$ cat src/rtl/vga_frame_monitor.sv
// Passive VGA bus sink: recovers pixel coordinates from sync edges, checks timing, streams
// decoded pixels and a per-frame colour checksum. Define BLANK_CHECK_EN to enable err[4].
`timescale 1ns/1ps
module vga_frame_monitor #(
    parameter int unsigned H_ACTIVE = 640,
    parameter int unsigned H_SYNC   = 96,
    parameter int unsigned H_BP     = 48,
    parameter int unsigned H_TOTAL  = 800,
    parameter int unsigned V_ACTIVE = 480,
    parameter int unsigned V_SYNC   = 2,
    parameter int unsigned V_BP     = 33,
    parameter int unsigned V_TOTAL  = 525
) (
    input  logic        i_clk,
    input  logic        i_reset_n,
    input  logic        i_pix_en,
    input  logic        i_hsync,
    input  logic        i_vsync,
    input  logic [11:0] i_rgb,
    input  logic        i_clear_err,
    output logic        o_pix_valid,
    output logic [9:0]  o_pix_x,
    output logic [8:0]  o_pix_y,
    output logic [11:0] o_pix_color,
    output logic        o_frame_done,
    output logic [23:0] o_frame_checksum,
    output logic        o_locked,
    output logic [4:0]  o_err
);

    typedef enum logic [1:0] {StSearch, StSync, StLocked} state_e;

    localparam logic [9:0]  H_START = 10'(H_SYNC + H_BP);
    localparam logic [9:0]  H_END   = 10'(H_SYNC + H_BP + H_ACTIVE);
    localparam logic [9:0]  V_START = 10'(V_SYNC + V_BP);
    localparam logic [9:0]  V_END   = 10'(V_SYNC + V_BP + V_ACTIVE);
    localparam logic [10:0] H_TOT   = 11'(H_TOTAL);
    localparam logic [10:0] H_SW    = 11'(H_SYNC);
    localparam logic [10:0] V_TOT   = 11'(V_TOTAL);
    localparam logic [3:0]  V_SW    = 4'(V_SYNC);

    state_e      r_state, w_state_d;
    logic        r_hs_prev, r_vs_prev;
    logic [9:0]  r_h_cnt, r_v_cnt;
    logic [3:0]  r_vs_lines;
    logic        r_skip_h, r_skip_v, r_frame_err;
    logic [23:0] r_acc;
    logic [4:0]  r_err;
    logic        r_pix_valid, r_frame_done;
    logic [9:0]  r_pix_x;
    logic [8:0]  r_pix_y;
    logic [11:0] r_pix_color;
    logic [23:0] r_checksum;

    logic        w_hs_fall, w_hs_rise, w_vs_fall, w_vs_rise;
    logic [9:0]  w_h_pos, w_v_pos;
    logic        w_armed, w_in_active, w_active;
    logic [4:0]  w_err_set;
    logic        w_err_evt, w_restart, w_done, w_leave_search;

    // w_h_pos/w_v_pos are the coordinates of the sample being taken (post-update counts).
    always_comb begin
        w_hs_fall   = i_pix_en & r_hs_prev & ~i_hsync;
        w_hs_rise   = i_pix_en & ~r_hs_prev & i_hsync;
        w_vs_fall   = i_pix_en & r_vs_prev & ~i_vsync;
        w_vs_rise   = i_pix_en & ~r_vs_prev & i_vsync;
        w_h_pos     = w_hs_fall ? 10'd0 :
                      ((r_h_cnt == 10'h3FF) ? r_h_cnt : r_h_cnt + 10'd1);
        w_v_pos     = w_vs_fall ? 10'd0 : (w_hs_fall ? r_v_cnt + 10'd1 : r_v_cnt);
        w_armed     = (r_state != StSearch);
        w_in_active = (w_h_pos >= H_START) && (w_h_pos < H_END) &&
                      (w_v_pos >= V_START) && (w_v_pos < V_END);
        w_active    = i_pix_en & w_armed & w_in_active;

        w_err_set    = 5'b0;
        w_err_set[0] = w_armed & w_hs_fall & ~r_skip_h & (({1'b0, r_h_cnt} + 11'd1) != H_TOT);
        w_err_set[1] = w_armed & w_hs_rise & (({1'b0, r_h_cnt} + 11'd1) != H_SW);
        w_err_set[2] = w_armed & w_vs_fall & ~r_skip_v & (({1'b0, r_v_cnt} + 11'd1) != V_TOT);
        w_err_set[3] = w_armed & w_vs_rise & (r_vs_lines != V_SW);
`ifdef BLANK_CHECK_EN
        w_err_set[4] = i_pix_en & w_armed & ~w_in_active & (i_rgb != 12'h000);
`endif
        w_err_evt    = |w_err_set;
    end

    always_comb begin
        w_state_d      = r_state;
        w_restart      = 1'b0;
        w_done         = 1'b0;
        w_leave_search = 1'b0;
        unique case (r_state)
            StSearch: begin
                if (w_vs_fall) begin
                    w_state_d      = StSync;
                    w_restart      = 1'b1;
                    w_leave_search = 1'b1;
                end
            end
            StSync: begin
                if (w_vs_fall) begin
                    w_restart = 1'b1;
                    if (!r_frame_err && !w_err_evt) w_state_d = StLocked;
                end
            end
            StLocked: begin
                // An error on the closing vSync fall discards the frame instead of reporting it.
                if (w_err_evt) begin
                    w_state_d = StSync;
                    w_restart = w_vs_fall;
                end else if (w_vs_fall) begin
                    w_done    = 1'b1;
                    w_restart = 1'b1;
                end
            end
            default: w_state_d = StSearch;
        endcase
    end

    always_ff @(posedge i_clk or negedge i_reset_n) begin
        if (!i_reset_n) begin
            r_state      <= StSearch;
            r_hs_prev    <= 1'b1;
            r_vs_prev    <= 1'b1;
            r_h_cnt      <= 10'd0;
            r_v_cnt      <= 10'd0;
            r_vs_lines   <= 4'd0;
            r_skip_h     <= 1'b0;
            r_skip_v     <= 1'b0;
            r_frame_err  <= 1'b0;
            r_acc        <= 24'd0;
            r_err        <= 5'd0;
            r_pix_valid  <= 1'b0;
            r_frame_done <= 1'b0;
            r_pix_x      <= 10'd0;
            r_pix_y      <= 9'd0;
            r_pix_color  <= 12'd0;
            r_checksum   <= 24'd0;
        end else begin
            r_state      <= w_state_d;
            r_pix_valid  <= w_active;
            r_frame_done <= w_done;
            r_err        <= (i_clear_err ? 5'd0 : r_err) | w_err_set;
            if (w_done) r_checksum <= r_acc;

            if (w_restart) begin
                r_acc       <= 24'd0;
                r_frame_err <= 1'b0;
            end else begin
                if (w_active) r_acc <= r_acc + {12'd0, i_rgb};
                if (w_err_evt) r_frame_err <= 1'b1;
            end

            if (w_leave_search) begin
                r_skip_h <= 1'b1;
                r_skip_v <= 1'b1;
            end else begin
                if (w_armed && w_hs_fall) r_skip_h <= 1'b0;
                if (w_armed && w_vs_fall) r_skip_v <= 1'b0;
            end

            if (i_pix_en) begin
                r_hs_prev <= i_hsync;
                r_vs_prev <= i_vsync;
                r_h_cnt   <= w_h_pos;
                r_v_cnt   <= w_v_pos;
                if (w_vs_fall) begin
                    r_vs_lines <= {3'd0, w_hs_fall};
                end else if (w_hs_fall && !i_vsync && (r_vs_lines != 4'hF)) begin
                    r_vs_lines <= r_vs_lines + 4'd1;
                end
            end

            if (w_active) begin
                r_pix_x     <= w_h_pos - H_START;
                r_pix_y     <= 9'(w_v_pos - V_START);
                r_pix_color <= i_rgb;
            end
        end
    end

    assign o_pix_valid      = r_pix_valid;
    assign o_pix_x          = r_pix_x;
    assign o_pix_y          = r_pix_y;
    assign o_pix_color      = r_pix_color;
    assign o_frame_done     = r_frame_done;
    assign o_frame_checksum = r_checksum;
    assign o_locked         = (r_state == StLocked);
    assign o_err            = r_err;

endmodule

$ cat config.mk
export PLATFORM = sky130hd
export DESIGN_NAME = vga_frame_monitor
export DESIGN_NICKNAME = d
export VERILOG_FILES = /design/src/rtl/vga_frame_monitor.sv
export SDC_FILE = /design/constraint.sdc
export NUM_CORES = 1
export LEC_CHECK = 0
export CAP_MARGIN = 20
export CORE_MARGIN = 3
export CORE_UTILIZATION = 30
export CTS_CLUSTER_SIZE = 24
export DETAILED_ROUTE_END_ITERATION = 16
export SYNTH_ARGS = -nofsm -noshare
export SYNTH_HDL_FRONTEND = slang
export SYNTH_SLANG_ARGS = --single-unit
$ cat constraint.sdc
create_clock -name i_clk -period 7.1 [get_ports i_clk]
set_input_delay 0.71 -clock i_clk [delete_from_list [all_inputs] [get_ports i_clk]]
set_output_delay 0.71 -clock i_clk [all_outputs]
set_load 0.005 [all_outputs]
=== Word level (Yosys, flattened, before mapping) ===
Cells that the tools add are included.
Widths: inputs -> output; s select.

* Eq/ne operators: 12
* Mux-type cells: 26
* Reduce and logical (&&, ||, !) cells: 22
* Add/subtract/negate cells: 8
* Magnitude comparators: 4
* Bitwise logic cells: 27

{| class="wikitable"
|+ Operator list
! operator !! number
|-
| $mux 24 || 2
|-
| $mux 10 || 4
|-
| $add 24x12->24 || 1
|-
| $add 10x1->11 const B || 2
|-
| $ne 11x10->1 const B || 2
|-
| $add 10x1->10 const B || 2
|-
| $and 1x1->1 || 20
|-
| $lt 10x10->1 const B || 2
|-
| $reduce_bool 2->1 || 6
|-
| $mux 1 || 11
|-
| $ne 11x7->1 const B || 1
|-
| $eq 10x10->1 const B || 1
|-
| $ge 10x6->1 const B || 1
|-
| $ge 10x8->1 const B || 1
|-
| $sub 10x8->10 const B || 1
|-
| $sub 9x6->9 const B || 1
|-
| $logic_and 1x1->1 || 8
|-
| $mux 2 || 4
|-
| $mux 4 || 2
|-
| $ne 2x2->1 const B || 3
|-
| $not 1->1 || 6
|-
| $pmux 2 s3 || 1
|-
| $mux 5 || 1
|-
| $or 5x4->5 || 1
|-
| other kinds (13) || 15
|}

* Word-level logic and storage cells: 116
* Output and inout bits: 63
* Register bits: 117

=== Longest topological paths before layout ===
Gate-level depths: netlist of the first run.

* Depth after elaboration: 11
* Mapped depth: 15
* Gate-level depth less buffers: 14

=== Least setup slack after synthesis of the first run ===
OpenSTA, ideal clock, no wires.

* Path type: input -> register
* From: input i_pix_en
* To: register r_pix_x[4] (netlist: o_pix_x[4])
* Path slack: 3.554 ns
* Buffers on the path: 3
* Arrival time: 3.418 ns
* Required time: 6.972 ns
* Setup time: 0.128 ns
* Stages: 13
* Cells stage by stage: buf_1 > and3b_1 > clkbuf_1 > xnor2_1 > and2_1 > ha_1 > nor2b_1 > a211o_1 > a21oi_1 > a21oi_2 > nor2_1 > buf_2 > mux2_1

* Cells in the longest elaborated chain, start to end: 8

{| class="wikitable"
|+ RTL lines
! element !! RTL line !! text
|-
| from (decl) || 16 || <nowiki>input logic i_pix_en,</nowiki>
|-
| $and 1x1->1 (2 in a row) || 63 || <nowiki>w_hs_fall = i_pix_en & r_hs_prev & ~i_hsync;</nowiki>
|-
| $mux 10 || 69 || <nowiki>w_v_pos = w_vs_fall ? 10'd0 : (w_hs_fall ? r_v_cnt + 10'd1 : r_v_cnt);</nowiki>
|-
| $mux 10 * || 69 ||
|-
| net w_v_pos[0] || 56 || <nowiki>logic [9:0] w_h_pos, w_v_pos;</nowiki>
|-
| $ge 10x6->1 || 72 || <nowiki>(w_v_pos >= V_START) && (w_v_pos < V_END);</nowiki>
|-
| $logic_and 1x1->1 || 71 || <nowiki>w_in_active = (w_h_pos >= H_START) && (w_h_pos < H_END) &&</nowiki>
|-
| $logic_and 1x1->1 * || 72 ||
|-
| $and 1x1->1 * || 73 || <nowiki>w_active = i_pix_en & w_armed & w_in_active;</nowiki>
|-
| to (signal assigned) || 174 || <nowiki>r_pix_x <= w_h_pos - H_START;</nowiki>
|-
| to (decl) || 50 || <nowiki>logic [9:0] r_pix_x;</nowiki>
|}

The timed path passes the listed nets; every way through them passes the cells marked *.
A chain may end at the register's enable or synchronous reset.

=== Worst setup path in the final report of the first run ===
* From: register r_h_cnt[0]
* To: register r_pix_y[4] (netlist: o_pix_y[4])

* Cells in the longest elaborated chain, start to end: 8

{| class="wikitable"
|+ RTL lines
! element !! RTL line !! text
|-
| from (decl) || 44 || <nowiki>logic [9:0] r_h_cnt, r_v_cnt;</nowiki>
|-
| from (signal assigned) || 164 || <nowiki>r_h_cnt <= w_h_pos;</nowiki>
|-
| $add 10x1->10 / $eq 10x10->1 (equally long branches) || 68 || <nowiki>((r_h_cnt == 10'h3FF) ? r_h_cnt : r_h_cnt + 10'd1);</nowiki>
|-
| $mux 10 * || 68 ||
|-
| $mux 10 * || 67 || <nowiki>w_h_pos = w_hs_fall ? 10'd0 :</nowiki>
|-
| net w_h_pos[4] || 56 ||
|-
| $ge 10x8->1 / $lt 10x10->1 (equally long branches) || 71 ||
|-
| $logic_and 1x1->1 * (2 in a row) || 71 ||
|-
| $logic_and 1x1->1 * || 72 ||
|-
| $and 1x1->1 * || 73 ||
|-
| to (signal assigned) || 175 || <nowiki>r_pix_y <= 9'(w_v_pos - V_START);</nowiki>
|-
| to (decl) || 51 || <nowiki>logic [8:0] r_pix_y;</nowiki>
|}

Marked as above.

==> summary.txt, run 1 <==
GRT
  • Largest net degree at the start of global routing: 60
  • Grt ovf: 0
  • All-layer global routing usage: a little over an eighth
  • First-pass GRT wire length: between 20000 and 30000 um
  • Vias in the first global route: ~5k
  • Initial antenna violation count: 0

CTS
  • Clk root buf: clkbuf_16
  • Cts bufs inserted: 17
  • CTS Hold Buffers Added: 0
  • Clk buf depth: 2
  • Number of clock sinks: ~120
  • Post-CTS setup buffer count: 0
  • Clk slew on worst S/H paths: approximately 0.06 ns
  • # H-tree levels: 4
  • CTS tree: yes
  • Worst-skew pair later-pin latency: roughly 0.42 ns
  • CTS resizes: 0

Synthesis
  • Ranking of synthesized cells by area: dfrtp_1 44%, mux2_1 4.9%, mux2_4 4.7%
  • Area leader, netlist: dfrtp_1
  • Async SR Flop Fraction: 100%
  • Share of the synthesized area in the top cell type: between 40% and 50%
  • Yosys cell types: just over 60
  • Synth Cell Area: 6420 um^2
  • YS warnings: 0
  • Synth cell count leaders: 114 x dfrtp_1, 70 x nand2_1, 36 x nor2_1
  • EDFF count, synth: 0
  • Syn_area_per_cell: ~10 um^2
  • Post-synthesis sequential area ratio: 45.3%
  • Mapped Nets: between 600 and 700
  • Count leader, synth: dfrtp_1
  • Yosys reg bits: 116
  • Synth Flop Type: dfrtp_1
  • Cells after synthesis: roughly 620

Setup path
  • Crit path launch type: register
  • Crit Path Class: register to register
  • Max Fanout on Critical Path: 22
  • Worst endpoint required time: between 7 and 8 ns
  • Crit path DAT: 5.26 ns
  • Critical path endpoint category: register

Layout
  • Fill cells: 2035
  • Non-Filler Instances: 976
  • Ant. Diodes: 0
  • NumNets Final: approximately 730
  • Final instance area: about 8000 um^2
  • Synthesis-to-finish area growth: 25.7%
  • Share of layout cells above drive strength 1: 11.0%
  • Post-Route Utilization: around two fifths

Timing
  • Final Critical Period: about 5.0 ns
  • RSZ-0062 raised after global routing: no
  • Tightest Pin Transition: around 0.96 ns
  • Setup TNS: 0 ns
  • Slew Limit Headroom: between 30% and 40%
  • Final setup viols: 0
  • Slew Viols, Final: 0
  • Slack of the critical path: roughly 2.1 ns
  • Clock Skew: 0.00746 ns
  • Hold Vio Cnt, Final: 0
  • Fmax: 202 MHz
  • Fin crit share: between 60% and 70%

Job
  • Max_cap viols: 0

Worst hold path
  • Worst min path class: input pin to async pin

Floorplan
  • Die Ht: about 150 um
  • # IOs: 81
  • Die area: between 20000 and 25000 um^2
  • Core Box Area: 20600 um^2
  • Initial Util: a little under a third
  • # rows: 52
  • Die width: ~150 um

Power
  • Cell Pwr Density: 240 nW/um^2
  • Worst vdd rail ir drop: 0.161 mV
  • Leakage dissipation: about 3.6 nW

Place
  • Number of I/O port buffers: approximately 80
  • Gpl congestion: 0.893
  • Cell total after placement: 944
  • Post-DP Area: ~7400 um^2
  • Placement Setup Slack: between 1.5 and 2 ns
  • DP Wirelength: 10600 um

Route
  • Vias: roughly 4.8k
  • Initial drt markers: between 200 and 300
  • Post-DR vias/cell: just under 5
  • Routed Antenna Nets: 0
  • WL/cell: 15.7 um
  • Drt pass-1 iters: 6
  • DRC: 0
  • DRT Wirelength: 15300 um

Run status
  • Status: complete, no violations
-- kinds of logic (layout without fill, tap and decap cells) --
logic type	after synthesis	in the layout	synth area share, %
adder cells (fa/ha/maj)	21	21	4.21
flip-flops	116	116	45.3
XOR/XNOR	35	35	4.77
buffers and inverters	50	138	3.80
AND/OR/NAND/NOR	207	207	16.4
AO/OA/AOI/OAI	110	110	11.1
multiplexers	78	78	14.4
other	1	1	0.0584
-- state kept, by name (all words and copies together), names as in the netlist, 2 cells and up --
name,flops
r_state,2
r_vs_lines,4
o_err,4
o_frame_checksum,24
r_acc,24
r_v_cnt,10
o_pix_x,10
r_h_cnt,10
o_pix_y,9
o_pix_color,12
-- metal layers --
layer	share of wire, %	global-route usage [%]	vias to the layer above
met2	43	20.4	122
met5	0	0	-
met1	48	18.7	2330
met3	7.0	5.14	17
met4	1.2	4.07	0
li1	-	-	2366
-- final timing paths --
kind                                   startpoint                          end  slack, ns  cells past startpoint
hold / removal                          i_reset_n  o_pix_color[11]$_DFFE_PN0P_       0.36                      1
hold reg to reg              r_skip_v$_DFFE_PN0P_         r_skip_v$_DFFE_PN0P_       0.48                      2
setup / recovery           r_h_cnt[0]$_DFFE_PN0P_       o_pix_y[4]$_DFFE_PN0P_       2.14                     14
setup reg to reg           r_h_cnt[0]$_DFFE_PN0P_       o_pix_y[4]$_DFFE_PN0P_       2.14                     14
max in group asynchronous               i_reset_n       r_h_cnt[7]$_DFFE_PN0P_       5.49                      2
min in group i_clk           r_skip_v$_DFFE_PN0P_         r_skip_v$_DFFE_PN0P_       0.48                      2
-- area by class of cell --
| class | instances | area, um^2 | share of cell area [%] |
|---|---|---|---|
| multi-input cells | 452 | 3280 | 40.6 |
| flip-flops and latches | 116 | 2910 | 36.0 |
| repair buffers | 85 | 846 | 10.5 |
| clock buffers | 19 | 443 | 5.49 |
| well taps | 270 | 338 | 4.19 |
| clock inverters | 13 | 181 | 2.25 |
| inverters | 21 | 78.8 | 0.977 |
-- through the flow --
stage,power (W),hold slack (ns)
after floorplan,0.000949,0.414
after global placement,0.00104,0.463
after detailed placement,0.00104,0.466
after CTS,0.00195,0.385
after global routing,0.00204,0.426
final,0.00194,0.360
-- where the power goes --
group | leakage, nW | switching [W] | internal (W)
Clock | 0.303 | 0.000312 | 0.000595
Combinational | 1.71 | 0.000155 | 0.000117
Sequential | 1.59 | 0.0000574 | 0.000701
-- critical path: stages, from the launching register on --
cell and delay [ns]:
dfrtp_1 0.49, ha_1 0.28, nand2_1 0.24, nor3_1 0.72, o21ai_0 0.35, inv_1 0.15
ha_1 0.16, nand2_1 0.05, a211oi_1 0.20, o221ai_1 0.15, or3b_2 0.23, nand2_1 0.43
nor2_4 0.74, buf_12 0.27, mux2_1 0.34
-- placed cells by master, fill, tap and decap left out, drive strengths merged, types with 4 or more instances in the layout --
master	netlist	layout
clkbuf	11	19
or4	4	4
mux2	56	56
a211oi	6	6
nor2	36	36
a21o	4	4
bufinv	0	4
and3	6	6
o31ai	13	13
mux2i	22	22
o41ai	7	7
nor3	13	13
or3	6	6
and2	4	4
a21oi	30	30
o21ai	27	27
ha	20	20
dfrtp	114	114
o21a	4	4
nand3b	5	5
nand4b	4	4
inv	21	22
nand4	9	9
clkinv	0	6
nand2b	13	13
nand2	70	70
xnor2	16	16
nor4	6	6
buf	18	7
xor2	19	19
nand3	13	13
clkdlybuf4s50	0	78
(Power assumes the default switching activity.)
==> run 2: changes to the inputs <==
- clock period: 7.1 -> 5.1 ns (I/O delays scaled with it)
==> run 2 against run 1 <==
Effect of this change: register-to-register slack got worse by 1.2 ns; combinational power rose by 41%; highest routed layer unchanged; clock skew is 0.0030 ns higher; critical path depth shrank 2.
==> summary.txt, run 2 (same netlist as run 1, synthesis figures left out) <==
Floorplan
  • Die Ht: 152 um
  • Core Box Area: ~21000 um^2
  • Die area: ~23000 um^2
  • # rows: 52
  • Die width: 152 um
  • Initial Util: a little under a third
  • # IOs: between 80 and 90

Timing
  • Slew Viols, Final: 0
  • Final setup viols: 0
  • Setup TNS: 0 ns
  • Tightest Pin Transition: just over 0.9 ns
  • Slew Limit Headroom: a little under two fifths
  • Hold Slack: approximately 0.032 ns
  • Fin crit share: between 80% and 90%
  • Clock Skew: ~0.010 ns
  • RSZ-0062 raised after global routing: no
  • Hold Vio Cnt, Final: 0
  • Fmax: 241 MHz
  • Final Critical Period: approximately 4.1 ns

GRT
  • All-layer global routing usage: a little over an eighth
  • Initial antenna violation count: 0
  • Grt ovf: 0
  • First-pass GRT wire length: between 20000 and 30000 um
  • Vias in the first global route: between 4k and 5k
  • Largest net degree at the start of global routing: 84

CTS
  • Clk buf depth: 2
  • Clk root buf: clkbuf_16
  • Post-CTS setup buffer count: 0
  • CTS resizes: 0
  • Worst-skew pair later-pin latency: between 0.4 and 0.5 ns
  • # H-tree levels: 4
  • Number of clock sinks: between 100 and 150
  • Cts bufs inserted: 17
  • CTS Hold Buffers Added: 0
  • Clk slew on worst S/H paths: 0.05 ns
  • CTS tree: yes

Route
  • Routed Antenna Nets: 0
  • Drt pass-1 iters: 4
  • Vias: 4877
  • Initial drt markers: roughly 260
  • DRC: 0
  • DRT Wirelength: about 15000 um
  • WL/cell: ~15 um
  • Post-DR vias/cell: about 5

Layout
  • Share of layout cells above drive strength 1: 11.7%
  • Synthesis-to-finish area growth: 25.6%
  • NumNets Final: ~740
  • Most common cell after layout, fill and taps aside: dfrtp_1
  • Commonest non-fill, non-tap cells in the layout: 114 x dfrtp_1, 78 x clkdlybuf4s50_1, 70 x nand2_1, 35 x nor2_1, 29 x a21oi_1
  • Post-Route Utilization: about two fifths
  • Ant. Diodes: 0

Setup path
  • Crit-path cells: ha_1, nand2_1, nor3_1, buf_4, o21ai_0, ha_1, a311oi_1, nor4_1, nand2_1, nor2_4, buf_4, mux2_1
  • Slowest cell on crit path: o21ai_0
  • RR Endpoint: o_pix_color[4]$_DFFE_PN0P_
  • R2R Path Start: r_h_cnt[0]$_DFFE_PN0P_
  • CP peak stage delay: between 0.5 and 0.6 ns
  • Worst endpoint required time: around 5.4 ns
  • Crit path DAT: 4.44 ns
  • Crit-path leading delay family: simple AND/OR/NAND/NOR gates
  • Crit path buf inv count: 2
  • Critical path endpoint category: register
  • R2R Setup Slk: approximately 0.95 ns
  • Worst Reg-to-Reg Cells: 12
  • Crit Path Class: register to register
  • Crit path launch type: register
  • Max Fanout on Critical Path: 13

Power
  • Cell Pwr Density: about 320 nW/um^2
  • Worst vdd rail ir drop: roughly 0.25 mV
  • Leakage dissipation: between 3 and 4 nW

Place
  • Gpl congestion: about 0.83
  • DP Wirelength: between 10000 and 15000 um
  • Number of I/O port buffers: 79

Worst hold path
  • Worst min path class: input pin to async pin

Job
  • Max_cap viols: 0

Run status
  • Status: complete, no violations
[run 2: cell types whose count changed in the layout (fill, tap and decap cells not counted), moves of 2 or more]
cell / delta
bufinv_16: -3
clkinvlp_4: -2
buf_4: +6
clkbuf_8: +3
clkinv_2: +2
[run 2: area by class of cell]
class                   instances  area [um^2]
well taps                     270          338
multi-input cells             452         3280
inverters                      21         78.8
flip-flops and latches        116         2910
clock buffers                  23          488
clock inverters                 9         77.6
repair buffers                 91          898
fillers                      2022        12600
[run 2: where the power goes]
part	switching [W]	leakage, nW	internal, W
Combinational	0.000219	1.75	0.000165
Sequential	0.0000816	1.59	0.000976
Clock	0.000414	0.286	0.000717
[run 2: routing by layer]
layer  vias to the layer above  track usage (%)  part of all wire, %
li1                       2385                -                    -
met5                         -                0                    0
met2                       113             20.3                   45
met1                      2368             18.3                   48
met4                         0             3.21                 0.81
met3                        11             4.86                  6.3
[run 2: metrics by stage]
stage / setup WS (ns) / power (W) / instances / area (um^2)
after floorplan: 1.75 / 0.00132 / 618 / 6420
after CTS: 0.878 / 0.00260 / 981 / 8040
after global routing: 0.570 / 0.00271 / 982 / 8060
after global placement: 0.876 / 0.00145 / 949 / 7470
final: 0.952 / 0.00257 / 982 / 8060
after detailed placement: 0.904 / 0.00145 / 949 / 7470
[run 2: worst max-delay path by stage]
stage                                 from                          end  slack, ns  cells past startpoint
finish              r_h_cnt[0]$_DFFE_PN0P_   o_pix_color[4]$_DFFE_PN0P_       0.95                     12
global route        r_h_cnt[0]$_DFFE_PN0P_         r_acc[8]$_DFFE_PN0P_       0.57                     15
CTS                 r_h_cnt[0]$_DFFE_PN0P_   o_pix_color[7]$_DFFE_PN0P_       0.88                     12
detailed placement  r_h_cnt[0]$_DFFE_PN0P_   o_pix_color[7]$_DFFE_PN0P_       0.90                     12
global placement    r_h_cnt[0]$_DFFE_PN0P_  o_pix_color[10]$_DFFE_PN0P_       0.88                     12
floorplan                         i_pix_en       o_pix_x[4]$_DFFE_PN0P_       1.75                     13
==> run 3: changes to the inputs <==
- clock period: 5.1 -> 3.8 ns (I/O delays scaled with it)
==> run 3 against run 2 <==
Effect of this change: worst hold slack improved by 0.0081 ns; count of clock-buffer cells in the layout up 5; sequential share of layout area down 0.44 points; clock power is 33% higher; clock skew down 0.0033 ns; critical path depth increased by 3; highest routed layer unchanged; combinational power grew 44%; total power increased by 34%; via count up 0.41%.
==> summary.txt, run 3 (same netlist as run 1, synthesis figures left out) <==
Route
  • DRT Wirelength: approximately 15000 um
  • Post-DR vias/cell: approximately 5
  • WL/cell: roughly 15 um
  • DRC: 0
  • Drt pass-1 iters: 4
  • Routed Antenna Nets: 0
  • Vias: 4897
  • Initial drt markers: around 200

Layout
  • Final instance area: 8160 um^2
  • Commonest non-fill, non-tap cells in the layout: 114 x dfrtp_1, 78 x clkdlybuf4s50_1, 70 x nand2_1, 35 x nor2_1, 29 x a21oi_1
  • Fill cells: 2014
  • Most common cell after layout, fill and taps aside: dfrtp_1
  • Synthesis-to-finish area growth: 27.1%
  • Ant. Diodes: 0
  • Share of layout cells above drive strength 1: about an eighth
  • NumNets Final: 751

Setup path
  • R2R Path Start: r_h_cnt[1]$_DFFE_PN0P_
  • Crit path DAT: between 3 and 4 ns
  • Crit-path cells: ha_1, and2_1, nand2_1, xnor2_1, o21ai_0, inv_1, ha_1, nand2_1, a211oi_1, o221ai_1, or3b_2, nand2_1, nor2_4, buf_12, mux2_1
  • Crit path launch type: register
  • Slowest cell on crit path: or3b_2
  • Worst Reg-to-Reg Cells: 15
  • R2R Setup Slk: between 0.2 and 0.3 ns
  • Crit Path Class: register to register
  • Crit-path leading delay family: simple AND/OR/NAND/NOR gates
  • Max Fanout on Critical Path: 30
  • Crit path buf inv count: 2
  • Worst endpoint required time: approximately 4 ns
  • CP peak stage delay: 0.50 ns
  • RR Endpoint: o_pix_color[3]$_DFFE_PN0P_
  • CP dominant cell by count: nand2_1
  • Critical path endpoint category: register

GRT
  • Initial antenna violation count: 0
  • First-pass GRT wire length: roughly 26000 um
  • All-layer global routing usage: 13.6%
  • Largest net degree at the start of global routing: 63
  • Grt ovf: 0
  • Vias in the first global route: ~5.0k

CTS
  • Number of clock sinks: roughly 120
  • Post-CTS setup buffer count: 0
  • Worst-skew pair later-pin latency: 0.41 ns
  • # H-tree levels: 4
  • Clk buf depth: 2
  • Clk root buf: clkbuf_16
  • CTS Hold Buffers Added: 0
  • CTS resizes: 0
  • Clk slew on worst S/H paths: about 0.05 ns
  • CTS tree: yes
  • Cts bufs inserted: 17

Timing
  • Hold Slack: 0.0400 ns
  • Fmax: ~280 MHz
  • Final Critical Period: ~3.5 ns
  • Final setup viols: 0
  • Fin crit share: roughly 93%
  • Tightest Pin Transition: between 0.7 and 0.8 ns
  • RSZ-0062 raised after global routing: no
  • Setup TNS: 0 ns
  • Slew Viols, Final: 0
  • Slew Limit Headroom: 47.0%
  • Clock Skew: between 0.007 and 0.008 ns
  • Hold Vio Cnt, Final: 0

Place
  • Gpl congestion: roughly 0.84
  • Post-DP Area: 7600 um^2
  • Number of I/O port buffers: just under 80
  • DP Wirelength: between 10000 and 15000 um

Power
  • Combinational power share: 16.0%
  • Cell Pwr Density: around 420 nW/um^2
  • Switching Share: 27.0%
  • Leakage dissipation: approximately 3.7 nW
  • Sequential cell fraction of total power: 40.7%
  • Sw Pwr: 0.000934 W
  • Cell Int Power: between 0.002 and 0.003 W
  • Worst vdd rail ir drop: between 0.3 and 0.4 mV
  • Total power: about 0.0035 W
  • Clock power frac: ~43%

Run status
  • Status: complete, no violations

Floorplan
  • Die width: around 150 um
  • # rows: 52
  • Die area: about 23000 um^2
  • Core Box Area: between 20000 and 25000 um^2
  • Die Ht: roughly 150 um
  • # IOs: 81
  • Initial Util: just over 30%

Worst hold path
  • Worst min path class: input pin to async pin

Job
  • Max_cap viols: 0
==> run 3: changes by cell type in the layout (fill, tap and decap cells not counted), sizes merged <==
cell    delta
clkbuf     +5
buf       +13
clkinv     -5
bufinv     -1
==> run 3: worst max-delay path by stage <==
| stage | start | to | depth (start not counted) |
|---|---|---|---|
| final | r_h_cnt[1]$_DFFE_PN0P_ | o_pix_color[3]$_DFFE_PN0P_ | 15 |
| after global routing | r_h_cnt[1]$_DFFE_PN0P_ | r_acc[21]$_DFFE_PN0P_ | 13 |
| after CTS | r_h_cnt[1]$_DFFE_PN0P_ | o_pix_color[3]$_DFFE_PN0P_ | 15 |
| after detailed placement | r_h_cnt[1]$_DFFE_PN0P_ | o_pix_color[3]$_DFFE_PN0P_ | 15 |
| after global placement | i_hsync | r_acc[17]$_DFFE_PN0P_ | 14 |
| after floorplan | r_h_cnt[1]$_DFFE_PN0P_ | o_pix_x[4]$_DFFE_PN0P_ | 15 |
==> run 3: final cells by class <==
type / instances / area, um^2 / area share, %
inverter: 21 / 78.8 / 0.966
timing repair buffer: 104 / 1000 / 12.3
clock inverter: 3 / 15.0 / 0.184
clock buffer: 28 / 547 / 6.70
multi-input combinational: 452 / 3280 / 40.2
sequential: 116 / 2910 / 35.6
tap: 270 / 338 / 4.14
==> run 3: routing by layer <==
layer / vias to the layer above / track usage, % / wire length, um
met5: - / 0 / 0
met4: 0 / 3.81 / 143
met3: 12 / 4.77 / 877
met2: 97 / 20.8 / 6950
met1: 2383 / 18.3 / 7360
li1: 2405 / - / -
==> run 3: metrics by stage <==
stage	instances	util, %	setup WS, ns
after CTS	994	39.6	0.242
after global placement	963	36.9	0.268
final	994	39.6	0.283
after global routing	994	39.6	0.0187
after floorplan	618	-	0.514
after detailed placement	963	36.9	0.263
==> run 3: power by group through the flow <==
stage	registers (W)	clock network (W)	logic, W
floorplan	0.00139	0	0.000384
global placement	0.00142	0	0.000556
detailed placement	0.00142	0	0.000557
CTS	0.00140	0.00153	0.000563
global route	0.00142	0.00159	0.000631
finish	0.00140	0.00150	0.000553
